[config.mk]
export PLATFORM = sky130hd
export DESIGN_NAME = mult_share_ctrl
export DESIGN_NICKNAME = d
export VERILOG_FILES = /design/src/rtl/mult_share_ctrl.sv
export SDC_FILE = /design/constraint.sdc
export NUM_CORES = 1
export LEC_CHECK = 0
export CAP_MARGIN = 20
export CORE_MARGIN = 1
export CORE_UTILIZATION = 46
export CTS_CLUSTER_SIZE = 30
export DETAILED_ROUTE_END_ITERATION = 10
export GPL_ROUTABILITY_DRIVEN = 0
export PLACE_DENSITY = 0.79
export SETUP_SLACK_MARGIN = 0.1
export SYNTH_ARGS = -nofsm -noshare
export SYNTH_HDL_FRONTEND = slang
export SYNTH_SLANG_ARGS = --single-unit
[constraint.sdc]
create_clock -name clk -period 8.2 [get_ports clk]
set_input_delay 1.64 -clock clk [delete_from_list [all_inputs] [get_ports clk]]
set_output_delay 1.64 -clock clk [all_outputs]
set_load 0.03 [all_outputs]
[src/rtl/mult_share_ctrl.sv]
// Two-requester arbiter sharing one shift-add WIDTHxWIDTH multiplier.
// Grants one requester, runs WIDTH add/shift steps, then pulses that requester's done.
module mult_share_ctrl #(
  parameter int WIDTH      = 8,
  parameter int PRIO_FIXED = 0
) (
  input  logic               clk,
  input  logic               rst,
  input  logic               req0,
  input  logic [WIDTH-1:0]   a0,
  input  logic [WIDTH-1:0]   b0,
  input  logic               req1,
  input  logic [WIDTH-1:0]   a1,
  input  logic [WIDTH-1:0]   b1,
  output logic               gnt0,
  output logic               gnt1,
  output logic               done0,
  output logic               done1,
  output logic [2*WIDTH-1:0] result,
  output logic               busy,
  output logic               owner
);

  localparam int CW = (WIDTH > 1) ? $clog2(WIDTH) : 1;
  localparam logic [CW-1:0] LAST_STEP = CW'(WIDTH - 1);

  typedef enum logic [1:0] {IDLE, CALC, DONE} state_t;

  state_t               state_reg;
  logic [WIDTH-1:0]     mcand_reg;
  logic [WIDTH-1:0]     mplier_reg;
  logic [2*WIDTH-1:0]   acc_reg;
  logic [CW-1:0]        cnt_reg;
  logic                 last_reg;
  logic                 owner_reg;
  logic                 gnt0_reg, gnt1_reg;
  logic                 done0_reg, done1_reg;
  logic                 busy_reg;
  logic [2*WIDTH-1:0]   result_reg;

  logic                 win_next;
  logic [2*WIDTH-1:0]   acc_next;

  // On a tie the requester not served last wins, unless priority is fixed to requester 0.
  always_comb begin
    win_next = req1;
    if (req0 && req1) begin
      win_next = (PRIO_FIXED != 0) ? 1'b0 : ~last_reg;
    end
  end

  always_comb begin
    acc_next = acc_reg;
    if (mplier_reg[0]) begin
      acc_next = acc_reg + ({{WIDTH{1'b0}}, mcand_reg} << cnt_reg);
    end
  end

  always_ff @(posedge clk) begin
    if (rst) begin
      state_reg  <= IDLE;
      mcand_reg  <= '0;
      mplier_reg <= '0;
      acc_reg    <= '0;
      cnt_reg    <= '0;
      last_reg   <= 1'b1;
      owner_reg  <= 1'b0;
      gnt0_reg   <= 1'b0;
      gnt1_reg   <= 1'b0;
      done0_reg  <= 1'b0;
      done1_reg  <= 1'b0;
      busy_reg   <= 1'b0;
      result_reg <= '0;
    end else begin
      case (state_reg)
        IDLE: begin
          gnt0_reg  <= 1'b0;
          gnt1_reg  <= 1'b0;
          done0_reg <= 1'b0;
          done1_reg <= 1'b0;
          if (req0 || req1) begin
            mcand_reg  <= win_next ? a1 : a0;
            mplier_reg <= win_next ? b1 : b0;
            acc_reg    <= '0;
            cnt_reg    <= '0;
            owner_reg  <= win_next;
            gnt0_reg   <= ~win_next;
            gnt1_reg   <= win_next;
            busy_reg   <= 1'b1;
            state_reg  <= CALC;
          end
        end
        CALC: begin
          gnt0_reg   <= 1'b0;
          gnt1_reg   <= 1'b0;
          acc_reg    <= acc_next;
          mplier_reg <= mplier_reg >> 1;
          cnt_reg    <= cnt_reg + CW'(1);
          if (cnt_reg == LAST_STEP) begin
            result_reg <= acc_next;
            done0_reg  <= ~owner_reg;
            done1_reg  <= owner_reg;
            last_reg   <= owner_reg;
            state_reg  <= DONE;
          end
        end
        DONE: begin
          done0_reg <= 1'b0;
          done1_reg <= 1'b0;
          busy_reg  <= 1'b0;
          state_reg <= IDLE;
        end
        default: begin
          state_reg <= IDLE;
        end
      endcase
    end
  end

  assign gnt0   = gnt0_reg;
  assign gnt1   = gnt1_reg;
  assign done0  = done0_reg;
  assign done1  = done1_reg;
  assign result = result_reg;
  assign busy   = busy_reg;
  assign owner  = owner_reg;

endmodule

==> flow_metrics.py <==
metrics = {
    "power": {
        "power_density_nw_per_um2": 154,
        "power.leakage_nw": 1.58,
        "total_power_w": 0.000656,
        "irDropWorstVdd_v": 0.0000905,
    },
    "synthesis": {
        "synth_top_family_by_area": "compound AO/OA/AOI/OAI gates",
        "async_reset_ff_frac": 0,
        "synth_compound_area_frac": 0.258,
        "ys_seq_elements": 60,
        "synthMuxAreaShare": 0.0795,
        "synth_edf_count": 0,
        "postSynthCellCount": 412,
        "ys_warn_count": 0,
        "synth-simple-area-share": 0.180,
        "synth.distinct_cells": 63,
        "synth-xor-area-share": 0.0276,
        "synth-adder-area-share": 0.0666,
        "avgSynthCellArea_um2": 8.49,
        "synth.net_count": 466,
        "synth_ff_type": "dfxtp_1",
        "synth_seq_area_share": 0.344,
        "netlist_area_um2": 3500,
    },
    "timing": {
        "finalHoldViolations": 0,
        "slew_viol_final": 0,
        "timing.setup.tns_ps": 0,
        "report.final.setup_viol": 0,
        "fin_skew_ps": 13.1,
        "fmax_ghz": 0.308,
        "layout_min_cycle_time_ps": 3250,
        "period_share": 0.396,
        "relSlewSlack": 0.347,
        "rsz0062_at_grt": "no",
        "worst_pin_slew_ps": 980,
    },
    "detailed_routing": {
        "totalWireLength_um": 8400,
        "via_per_inst": 5.78,
        "dr.pass1.iters": 5,
        "drc": 0,
        "route.vias.total": 3238,
        "drtAntennaViolNets": 0,
        "wl_per_cell_um": 15.0,
        "drt_iter0_drc": 164,
    },
    "global_routing": {
        "grt_pass1_wl_um": 14200,
        "gr-usage-all-layers": 0.234,
        "grt_max_degree": 55,
        "grt_pass1_vias": 3064,
        "antenna_found_initial": 0,
        "overflow": 0,
    },
    "floorplan": {
        "die_h_um": 89.2,
        "io_pins": 58,
        "fp-row-count": 31,
        "coreArea_um2": 7290,
        "fp.dieArea_um2": 7950,
        "start_util": 0.479,
        "die_x_um": 89.2,
    },
    "clocking": {
        "ctsRootBufferMaster": "clkbuf_8",
        "cts-resized-gates": 0,
        "cts.htree.levels": 3,
        "clockBufferDepth": 2,
        "cts.sinks": 60,
        "path_clk_slew_ps": 80,
        "post_cts_buffers": 0,
        "cts_tree": "done",
        "holdBufCountCts": 0,
        "clock_latency_ps": 350,
        "cts_buffers": 9,
    },
    "layout": {
        "antennaDiodeCount": 0,
        "fin_nets": 510,
        "area_delta_synth_final_pct": 21.6,
        "layout-drive-gt1-share": 0.0998,
    },
    "min_path": {
        "holdCritPathClass": "flip-flop to flip-flop",
    },
    "placement": {
        "io_buffers": 57,
        "hpwl_um": 5990,
    },
    "critical_path": {
        "crit_fanout": 14,
        "crit_arrival_ps": 3510,
        "critical_path_class": "input pin to flip-flop",
        "cp-end-kind": "flip-flop",
        "crit_path_max_incr_delay_ps": 470,
        "worstPathRequired_ps": 8450,
        "crit_path_top_delay_cell": "clkdlybuf4s50_1",
        "cp_cell_sequence": "clkdlybuf4s50_1, nor3_1, or2_1, a21o_1, nor2b_4, nand2_1, o311ai_1",
        "start_kind": "input pin",
    },
    "outcome": {
        "status": "finished clean",
    },
    "run": {
        "max_cap_violations": 0,
    },
}
[critical path, delay by kind of cell]
kind,cells,cell delay (ps)
buf+inv,1,470
compound gates,2,280
simple gates,4,1120
[cell usage after synthesis, drive strengths merged, types with 2 or more instances]
library cell	count	area share
o22ai	5	0.0089
a32oi	3	0.0075
a221oi	3	0.0093
nand3b	2	0.0043
o21a	2	0.0043
dfxtp	60	0.34
nor3	18	0.026
nand4	3	0.0054
buf	12	0.021
nor2b	3	0.0075
and2	3	0.0054
mux2i	12	0.034
or2	2	0.0036
clkbuf	15	0.016
a22o	5	0.013
a21o	6	0.013
xor2	4	0.010
a211oi	9	0.019
nand2	35	0.038
nand3	7	0.011
mux2	14	0.045
inv	7	0.0075
a22oi	14	0.030
nand2b	3	0.0054
a311oi	3	0.0093
or4	2	0.0043
a222oi	8	0.023
o21ai	17	0.025
o31a	3	0.0075
and3	3	0.0068
a21oi	34	0.050
a31oi	4	0.013
nor2	54	0.059
o2111ai	2	0.0050
xnor2	7	0.018
ha	17	0.061
[cell usage in the layout, fill, tap and decap left out, drive strengths merged, types with 5 or more instances in the layout]
cell | netlist | routed
mux2 | 14 | 14
a22o | 5 | 5
o21ai | 17 | 17
nor3 | 18 | 18
clkdlybuf4s50 | 0 | 56
xnor2 | 7 | 7
o22ai | 5 | 5
mux2i | 12 | 12
nor2 | 54 | 54
nand2 | 35 | 35
dfxtp | 60 | 60
a211oi | 9 | 9
a22oi | 14 | 14
a21oi | 34 | 34
nand3 | 7 | 7
a21o | 6 | 6
clkbuf | 15 | 10
inv | 7 | 9
ha | 17 | 17
a222oi | 8 | 8
[layer usage]
layer | GRT usage | vias up | routed length (µm)
met5 | 0 | - | 0
met4 | 0.105 | 0 | 194
met3 | 0.0489 | 18 | 386
met2 | 0.382 | 87 | 3880
met1 | 0.299 | 1510 | 3950
li1 | - | 1623 | -
[power by group]
| part | switching [W] | leakage, nW | internal (W) |
|---|---|---|---|
| Combinational | 0.0000538 | 1.01 | 0.0000478 |
| Clock | 0.000132 | 0.0860 | 0.000111 |
| Sequential | 0.0000106 | 0.488 | 0.000301 |
| Total | 0.000196 | 1.58 | 0.000459 |
[per-stage QoR]
stage,util,instance area [µm²],worst slack [ps],std cells,hold WS (ps)
2_1_floorplan,-,3500,5450,412,438
3_3_place_gp,0.557,4060,4110,542,453
3_5_place_dp,0.558,4070,4300,543,453
4_1_cts,0.582,4240,4660,559,473
5_1_grt,0.583,4250,4740,560,499
6_report,0.583,4250,4950,560,469
[cell families (layout without fill, tap and decap cells)]
| group | after synthesis | after routing |
|---|---|---|
| simple gates | 137 | 137 |
| compound gates | 126 | 126 |
| flops | 60 | 60 |
| buf+inv | 34 | 83 |
| mux | 26 | 26 |
| fa+ha+maj | 18 | 18 |
| xor+xnor | 11 | 11 |
[area by class of cell]
class | count | area (µm²)
fill | 671 | 3040
multi-input combinational | 318 | 2140
sequential | 60 | 1200
timing repair buffer | 60 | 586
clock buffer | 9 | 124
tap | 99 | 124
clock inverter | 7 | 51.3
inverter | 7 | 26.3
[worst paths after layout]
check | startpoint | end | slack, ps | cells after the start
worst max-delay path | req1 | acc_reg[13] | 4950 | 7
worst min-delay path | mcand_reg[5] | mcand_reg[5] | 470 | 2
worst max register to register | cnt_reg[1] | result[8] | 4960 | 10
worst min register to register | mcand_reg[5] | mcand_reg[5] | 470 | 2
Note: power is estimated with default switching activity, not from simulation.
